$ cat config.mk
export PLATFORM = sky130hd
export DESIGN_NAME = uart_rx_ctrl
export DESIGN_NICKNAME = d
export VERILOG_FILES = /design/src/rtl/uart_rx_ctrl.sv
export SDC_FILE = /design/constraint.sdc
export NUM_CORES = 1
export LEC_CHECK = 0
export ABC_AREA = 1
export CAP_MARGIN = 20
export CORE_ASPECT_RATIO = 2
export CORE_MARGIN = 3
export CORE_UTILIZATION = 38
export CTS_BUF_LIST = sky130_fd_sc_hd__clkbuf_2 sky130_fd_sc_hd__clkbuf_4 sky130_fd_sc_hd__clkbuf_8
export DETAILED_ROUTE_END_ITERATION = 10
export GPL_TIMING_DRIVEN = 0
export PLACE_DENSITY_LB_ADDON = 0.25
export SLEW_MARGIN = 20
export SYNTH_ARGS = -nofsm -noshare
export SYNTH_HDL_FRONTEND = slang
export SYNTH_SLANG_ARGS = --single-unit
$ cat constraint.sdc
create_clock -name clk -period 3.6 [get_ports clk]
set_input_delay 0.72 -clock clk [delete_from_list [all_inputs] [get_ports clk]]
set_output_delay 0.72 -clock clk [all_outputs]
set_load 0.05 [all_outputs]
$ cat src/rtl/uart_rx_ctrl.sv
`default_nettype none
// ============================================================================
//  Module   : uart_rx_ctrl
//  Purpose  : Receive-side controller: enable/drain/soft-reset sequencing,
//             show-ahead frame FIFO, sticky error flags and level interrupt.
//  Revision : 1.0 - initial release
// ============================================================================
module uart_rx_ctrl #(
    parameter int DEPTH       = 4,
    parameter int SRST_CYCLES = 2,
    parameter int DRAIN_TMO   = 4096
) (
    input  logic                         clk,
    input  logic                         arst,
    input  logic                         cfg_wr,
    input  logic [2:0]                   cfg_wdata,
    input  logic                         rx_done,
    input  logic                         rx_error,
    input  logic                         rx_busy,
    input  logic [7:0]                   rx_data,
    output logic                         rx_en,
    output logic                         rx_srst,
    input  logic                         rd_pop,
    output logic [7:0]                   rd_data,
    output logic                         rd_valid,
    output logic [$clog2(DEPTH):0]       fifo_level,
    input  logic                         clr_ovr,
    input  logic                         clr_ferr,
    output logic                         overrun,
    output logic                         frame_err,
    output logic                         irq
);

    localparam int AW = $clog2(DEPTH);
    localparam int TW = $clog2(DRAIN_TMO + 1);
    localparam int SW = $clog2(SRST_CYCLES + 1);

    localparam logic [1:0] c_st_disabled = 2'd0;
    localparam logic [1:0] c_st_enabled  = 2'd1;
    localparam logic [1:0] c_st_drain    = 2'd2;
    localparam logic [1:0] c_st_reset    = 2'd3;

    localparam logic [TW-1:0] c_tmo_last  = TW'(DRAIN_TMO - 1);
    localparam logic [SW-1:0] c_srst_last = SW'(SRST_CYCLES - 1);

    logic [1:0]    r_state;
    logic [1:0]    w_state_nxt;
    logic [TW-1:0] r_tmo_cnt;
    logic [SW-1:0] r_srst_cnt;
    logic          w_srst_wr;
    logic          w_reset_entry;
    logic          w_accept;
    logic          w_rx_en_nxt;
    logic          w_rx_srst_nxt;

    logic [7:0]    r_mem [DEPTH];
    logic [AW:0]   r_wr_ptr;
    logic [AW:0]   r_rd_ptr;
    logic          w_full;
    logic          w_empty;
    logic          w_pop;
    logic          w_push_req;
    logic          w_do_push;
    logic          w_ovr_set;
    logic          w_ferr_set;

    logic          r_rx_en;
    logic          r_rx_srst;
    logic          r_irq_en;
    logic          r_overrun;
    logic          r_frame_err;
    logic          r_irq;

    assign w_srst_wr = cfg_wr & cfg_wdata[1];
    assign w_accept  = (r_state == c_st_enabled) || (r_state == c_st_drain);

    // State register
    always_ff @(posedge clk or negedge arst) begin
        if (!arst) begin
            r_state <= c_st_disabled;
        end else begin
            r_state <= w_state_nxt;
        end
    end

    // Next-state logic; a soft-reset write overrides every other transition
    always_comb begin
        w_state_nxt = r_state;
        case (r_state)
            c_st_disabled: begin
                if (cfg_wr && cfg_wdata[0]) w_state_nxt = c_st_enabled;
            end
            c_st_enabled: begin
                if (cfg_wr && !cfg_wdata[0]) w_state_nxt = rx_busy ? c_st_drain : c_st_disabled;
            end
            c_st_drain: begin
                if (cfg_wr && cfg_wdata[0])    w_state_nxt = c_st_enabled;
                else if (!rx_busy)             w_state_nxt = c_st_disabled;
                else if (r_tmo_cnt == c_tmo_last) w_state_nxt = c_st_reset;
            end
            c_st_reset: begin
                if (r_srst_cnt == c_srst_last) w_state_nxt = c_st_disabled;
            end
            default: w_state_nxt = c_st_disabled;
        endcase
        if (w_srst_wr) w_state_nxt = c_st_reset;
    end

    // Outputs are registered from the next state so they move on the same edge as the state
    always_comb begin
        w_rx_en_nxt   = (w_state_nxt == c_st_enabled) || (w_state_nxt == c_st_drain);
        w_rx_srst_nxt = (w_state_nxt == c_st_reset);
    end

    assign w_reset_entry = (w_state_nxt == c_st_reset) && ((r_state != c_st_reset) || w_srst_wr);

    always_ff @(posedge clk or negedge arst) begin
        if (!arst) begin
            r_rx_en    <= 1'b0;
            r_rx_srst  <= 1'b0;
            r_tmo_cnt  <= '0;
            r_srst_cnt <= '0;
        end else begin
            r_rx_en   <= w_rx_en_nxt;
            r_rx_srst <= w_rx_srst_nxt;
            if ((r_state == c_st_drain) && (w_state_nxt == c_st_drain))
                r_tmo_cnt <= r_tmo_cnt + TW'(1);
            else
                r_tmo_cnt <= '0;
            if (w_reset_entry)
                r_srst_cnt <= '0;
            else if (r_state == c_st_reset)
                r_srst_cnt <= r_srst_cnt + SW'(1);
            else
                r_srst_cnt <= '0;
        end
    end

    // FIFO: a full FIFO still accepts a push when the head is popped in the same cycle
    assign w_empty    = (r_wr_ptr == r_rd_ptr);
    assign w_full     = (r_wr_ptr[AW] != r_rd_ptr[AW]) && (r_wr_ptr[AW-1:0] == r_rd_ptr[AW-1:0]);
    assign w_pop      = rd_pop & ~w_empty;
    assign w_push_req = rx_done & w_accept;
    assign w_do_push  = w_push_req & (~w_full | w_pop);
    assign w_ovr_set  = w_push_req & w_full & ~w_pop;
    assign w_ferr_set = rx_error & w_accept;

    always_ff @(posedge clk) begin
        if (w_do_push) r_mem[r_wr_ptr[AW-1:0]] <= rx_data;
    end

    always_ff @(posedge clk or negedge arst) begin
        if (!arst) begin
            r_wr_ptr <= '0;
            r_rd_ptr <= '0;
        end else if (w_reset_entry) begin
            r_wr_ptr <= '0;
            r_rd_ptr <= '0;
        end else begin
            if (w_do_push) r_wr_ptr <= r_wr_ptr + (AW+1)'(1);
            if (w_pop)     r_rd_ptr <= r_rd_ptr + (AW+1)'(1);
        end
    end

    // Sticky flags: a set beats a simultaneous clear, a reset entry beats both
    always_ff @(posedge clk or negedge arst) begin
        if (!arst) begin
            r_overrun   <= 1'b0;
            r_frame_err <= 1'b0;
            r_irq_en    <= 1'b0;
            r_irq       <= 1'b0;
        end else begin
            if (w_reset_entry) begin
                r_overrun   <= 1'b0;
                r_frame_err <= 1'b0;
                r_irq_en    <= 1'b0;
            end else begin
                r_overrun   <= w_ovr_set  | (r_overrun   & ~clr_ovr);
                r_frame_err <= w_ferr_set | (r_frame_err & ~clr_ferr);
                if (cfg_wr && (r_state != c_st_reset)) r_irq_en <= cfg_wdata[2];
            end
            r_irq <= r_irq_en & (~w_empty | r_overrun | r_frame_err);
        end
    end

    assign rx_en      = r_rx_en;
    assign rx_srst    = r_rx_srst;
    assign rd_valid   = ~w_empty;
    assign rd_data    = w_empty ? 8'h00 : r_mem[r_rd_ptr[AW-1:0]];
    assign fifo_level = r_wr_ptr - r_rd_ptr;
    assign overrun    = r_overrun;
    assign frame_err  = r_frame_err;
    assign irq        = r_irq;

endmodule
`default_nettype wire

==> impl_metrics.ini, run 1 <==
[clock_tree]
ctsHoldBuffers = 0
cts_resized = 8
cts_buffer_depth = 2
cts_buffers = 9
cts_tree = built
cts_sinks = 61
clk_latency_ps = 340
postCtsSetupBuffers = 0
path_clk_slew_ps = 70
htreeDepth = 3
cts_root_buffer = clkbuf_8

[pwr]
leakage_nw = 1.545
p_per_area_mw_per_mm2 = 953.6
max-vdd-ir-drop_mv = 0.3528
finalPower_w = 0.003453

[min_path]
hold_path.class = in2async

[worst_setup_path]
worstSetupEndpointType = output port
crit_path_max_incr_delay_ps = 540
setup.worst_path.start = r_rd_ptr[1]
cp_common_cell = inv_1
crit_path_start_kind = flip-flop
cp_cell_sequence = buf_2, inv_2, ha_1, nand2_1, inv_1, nand3_2, inv_1, a21oi_1, dlygate4sd2_1
crit_family = buffers and inverters
crit-reg2reg-launch = r_rd_ptr[1]
critPathRequiredTime_ps = 2880
critPathArrivalTime_ps = 2580
path_class = reg2out
crit_path_max_fanout = 10
critPathSlowestCell = dlygate4sd2_1
critPathBufInv = 5

[floorplanning]
rows = 44
fp.coreArea_sq_mm = 0.007377
die_area_sq_mm = 0.008911
die_x_microns = 68.27
die_h_microns = 130.5
initial_utilization = 0.3994
io_pins = 37

[synthesis]
avgSynthCellArea_sq_um = 9.855
synth.largest_area_cell = edfxtp_1
ys_seq_elements = 61
ys_seq_area_frac = 0.5724
synth_cells = 299
synth.yosys.warnings = 0
synth.distinct_cells = 32
syn_nets = 335
syn-cell-area_sq_mm = 0.002947
synth.area.top_cells = edfxtp_1 (33%), dfrtp_1 (25%), nor2_1 (6.6%)
yosys.area.top_type_share = 0.3261

[final_layout]
drive_gt1_frac = 0.1396
register_area_sq_mm = 0.001687
diodes = 0
syn_to_final_growth_pct = 22.89
nNetsFinal = 382
layout_common_cells = nor2_1 (52), nand2_1 (38), inv_1 (37)
fillCellCount = 713
layout_commonest_cell = nor2_1
multi_input_area_sq_mm = 0.001072

[place]
dp.final_hpwl_microns = 4347
io_buffers = 36
globalplace.congestion = 0.8378

[routing]
vias_per_cell = 4.831
via_count = 2140
drtPass1Iterations = 4
avgRoutedWirePerCell_microns = 13.05
wl_microns = 5780
drt-initial-drc-count = 121
ant_nets = 0
drc = 0

[grt]
met1_usage = 0.1470
gr-max-usage-layer = met2
use_met3 = 0.03764
antenna_found_initial = 0
grt_start_max_net_pins = 30
grt_pass1_wl_microns = 9639
use_met2 = 0.2765
grtUsageTotal = 0.1505
grt.overflow.total = 0
grt_pass1_vias = 2089

[timing]
fin_skew_ps = 5.570
rsz0062_at_grt = false
hold_viol = 0
relSlewSlack = 0.4784
holdWs_ps = 399.6
setup_viol = 0
tns_ps = 0
period_share = 0.9161
period_needed_ps = 3298
fmax_ghz = 0.3032
drv_slew = 0
worst-slew-pin-transition_ps = 779.5

[job]
drv_cap = 0

[status]
status = finished, final reports clean
==> metrics by stage <==
step | std cells | setup WS, ps | cell area, sq um | utilization
detailed placement | 427 | 327.7 | 3417 | 0.4632
floorplan | 299 | 635.8 | 2947 | -
CTS | 443 | 230.1 | 3621 | 0.4908
finish | 443 | 301.9 | 3621 | 0.4908
global route | 443 | 94.62 | 3621 | 0.4908
global placement | 427 | 344.5 | 3422 | 0.4639
==> where the power goes <==
part / switching, W / leakage (nW) / internal, W / total, W
clock: 0.000263 / 0.105 / 0.000385 / 0.000648
combinational: 0.00130 / 0.767 / 0.000534 / 0.00183
sequential: 0.0000776 / 0.674 / 0.000894 / 0.000972
total: 0.00164 / 1.55 / 0.00181 / 0.00345
==> cells by family (layout without fill, tap and decap cells) <==
kind of cell / count (synthesis) / count (layout) / share of synthesized area
AOI/OAI and AO/OA: 54 / 54 / 0.1023
xor gates and xnor gates: 2 / 2 / 0.005946
buffers and inverters: 48 / 100 / 0.06369
DFF: 61 / 61 / 0.5724
adders and majority gates: 16 / 16 / 0.07049
muxes: 1 / 1 / 0.003821
and+or+nand+nor: 117 / 117 / 0.1813
==> registers in the layout, indices dropped and copies added, names as in the netlist <==
signal / count
r_srst_cnt: 2
r_rd_ptr: 3
overrun: 1
r_tmo_cnt: 13
r_irq_en: 1
rx_en: 1
frame_err: 1
rx_srst: 1
irq: 1
r_state: 2
r_wr_ptr: 3
r_mem: 32
==> area by class of cell <==
type	instances	area share
Buffer	4	0.006220
Clock buffer	9	0.03421
Clock inverter	7	0.02488
Inverter	44	0.04561
Multi-Input combinational cell	190	0.2961
Sequential cell	61	0.4658
Tap cell	92	0.03179
Timing Repair Buffer	36	0.09537
==> final timing paths <==
path                                 endpoint  slack [ps]  cells after the start
worst max-delay path               rd_data[0]         300                      9
worst min-delay path               r_state[1]         400                      1
worst max register to register    r_mem[1][7]        1200                      8
worst min register to register  r_srst_cnt[0]         450                      1
max in group asynchronous         r_wr_ptr[1]        2760                      1
min in group clk                r_srst_cnt[0]         450                      1
==> metal layers <==
layer | share of wire | vias to the layer above
li1 | - | 1075
met2 | 0.57 | 39
met1 | 0.37 | 1014
met3 | 0.035 | 12
met4 | 0.023 | 0
met5 | 0 | -
==> cells in the mapped netlist <==
| master | count |
|---|---|
| nand2_4 | 2 |
| nor3_1 | 6 |
| nand4_1 | 1 |
| a211oi_1 | 2 |
| nand3_1 | 1 |
| ha_1 | 15 |
| nor2_1 | 52 |
| buf_4 | 1 |
| o21ai_4 | 1 |
| o21ai_0 | 24 |
| mux2_2 | 1 |
| nor2_4 | 2 |
| nand2_1 | 38 |
| nor3_2 | 1 |
| a211oi_2 | 1 |
| a21oi_1 | 20 |
| nor2_2 | 4 |
| fa_1 | 1 |
| a31oi_1 | 1 |
| dfrtp_1 | 29 |
| edfxtp_1 | 32 |
| xor2_1 | 2 |
| nand2_2 | 6 |
| nand3_2 | 3 |
| inv_1 | 37 |
| o21ai_1 | 2 |
| a22oi_1 | 1 |
| o22ai_1 | 1 |
| nand3b_1 | 1 |
| inv_2 | 7 |
| buf_2 | 3 |
| o31ai_1 | 1 |
Note: power is estimated with default switching activity, not from simulation.
==> inputs of run 2 (changes only) <==
- CORE_UTILIZATION: 38 -> 62
- GPL_ROUTABILITY_DRIVEN: unset -> 1
- RECOVER_POWER: unset -> 25
==> impl_metrics.ini, run 2 (synthesis gave the netlist of run 1 again) <==
[timing]
hold_viol = 0
setup_ws_ps = 307.6
fmax_ghz = 0.3037
rsz0062_at_grt = false
tns_ps = 0
relSlewSlack = -0.05875
worst-slew-pin-transition_ps = 1588
period_needed_ps = 3292
fin_skew_ps = 8.360
setup_viol = 0
drv_slew = 30
period_share = 0.9146

[clock_tree]
htreeDepth = 3
clk_latency_ps = 330
ctsHoldBuffers = 0
cts_sinks = 61
cts_buffers = 9
path_clk_slew_ps = 70
cts_buffer_depth = 2
postCtsSetupBuffers = 0
cts_tree = built
cts_root_buffer = clkbuf_8

[place]
pre_cts_ws_ps = 344.4
globalplace.congestion = 0.8106
place_inst = 389
dp.final_hpwl_microns = 4340
io_buffers = 36

[final_layout]
drive_gt1_frac = 0.1339
largest_reg_flops = 32
layout_common_cells = nor2_1 (52), nand2_1 (38), inv_1 (37)
fillCellCount = 276
multi_input_area_sq_mm = 0.001072
diodes = 0
layout_commonest_cell = nor2_1
nNetsFinal = 382
syn_to_final_growth_pct = 22.93
register_area_sq_mm = 0.001687
final_util = 0.8109
stdcell_count = 405

[floorplanning]
rows = 34
die_area_sq_mm = 0.005666
fp.coreArea_sq_mm = 0.004467
io_pins = 37
initial_utilization = 0.6597
die_x_microns = 54.75
die_h_microns = 103.5

[worst_setup_path]
reg2reg_slack_ps = 1140
cp_common_cell = inv_1
crit-reg2reg-launch = r_rd_ptr[1]
path_class = reg2out
crit_path_max_incr_delay_ps = 550
rr_worst_depth = 8
worstSetupEndpointType = output port
crit_path_max_fanout = 10
critPathSlowestCell = dlygate4sd2_1
critPathArrivalTime_ps = 2570
critPathRequiredTime_ps = 2880
cp_cell_sequence = buf_2, inv_2, ha_1, nand2_1, inv_1, nand3_2, inv_1, a21oi_1, dlygate4sd2_1
r2r_end = r_mem[0][1]
crit_path_start_kind = flip-flop

[routing]
ant_nets = 0
drtPass1Iterations = 4
drc = 0
wl_microns = 6038
drt-initial-drc-count = 45
via_count = 2155
vias_per_cell = 5.321
avgRoutedWirePerCell_microns = 14.91

[grt]
grt.overflow.total = 0
grt_pass1_vias = 2231
grt_start_max_net_pins = 30
grtUsageTotal = 0.2435
grt_pass1_wl_microns = 9597
antenna_found_initial = 0

[status]
status = finished, violations left
violations = capacitance limit, slew limit

[pwr]
pwr-share-comb = 0.529
finalPower_w = 0.003598
pwr-share-clk = 0.200
p_per_area_mw_per_mm2 = 993.2
p_int_w = 0.001938
power_switching_share = 0.4613
leakage_nw = 1.614
p_sw_w = 0.001659
p_seq_frac = 0.272
max-vdd-ir-drop_mv = 0.9242

[min_path]
hold_depth = 1
hold_end = r_srst_cnt[0]
min_from = r_srst_cnt[0]
hold_path.class = reg2reg

[job]
drv_cap = 1
run 2: per-stage QoR:
| stage | area (sq um) | hold WS (ps) |
|---|---|---|
| 2_1_floorplan | 2947 | 415.0 |
| 3_3_place_gp | 3374 | 428.0 |
| 3_5_place_dp | 3369 | 443.4 |
| 4_1_cts | 3606 | 415.5 |
| 5_1_grt | 3622 | 463.8 |
| 6_report | 3622 | 453.2 |
run 2: final cells by class:
type                            count  area share
Buffer                              4    0.006218
Sequential cell                    61      0.4656
Timing Repair Buffer               36      0.1022
Tap cell                           54     0.01865
Clock inverter                      7     0.03143
Multi-Input combinational cell    190      0.2960
Inverter                           44     0.04560
Clock buffer                        9     0.03420
run 2: worst max-delay path by stage:
stage / startpoint / to / slack [ps]
final: r_rd_ptr[1] / rd_data[6] / 310
after global routing: r_rd_ptr[1] / rd_data[6] / 180
after CTS: r_rd_ptr[1] / rd_data[7] / 30
after detailed placement: r_rd_ptr[1] / rd_data[6] / 340
after global placement: r_rd_ptr[1] / rd_data[6] / 390
after floorplan: r_rd_ptr[1] / rd_data[0] / 640
run 2: repair_timing:
item | 4_1_cts | 5_1_grt
gates resized for setup | 1 | 7
endpoints found under the setup margin | 1 | 7
pin swaps | 0 | 0
run 2: metal layers:
| metal | GRT usage | vias to the layer above | share of wire |
|---|---|---|---|
| met5 | 0 | - | 0 |
| met4 | 0.1171 | 0 | 0.024 |
| li1 | - | 1069 | - |
| met3 | 0.07174 | 16 | 0.030 |
| met2 | 0.4626 | 51 | 0.59 |
| met1 | 0.2125 | 1019 | 0.36 |
run 2: critical path, delay by kind of cell, from the launching register on:
kind | cells | cell delay, ps
flip-flops | 1 | 410
adder cells (fa/ha/maj) | 1 | 280
AO/OA/AOI/OAI | 1 | 180
AND/OR/NAND/NOR | 2 | 190
buffers and inverters | 5 | 1170
run 2: power by group through the flow:
stage	Clock [W]	Combinational (W)	Sequential (W)
floorplan	0	0.00128	0.00104
global placement	0	0.00187	0.000983
detailed placement	0	0.00192	0.000990
CTS	0.000727	0.00193	0.000977
global route	0.000760	0.00208	0.000988
finish	0.000719	0.00190	0.000977
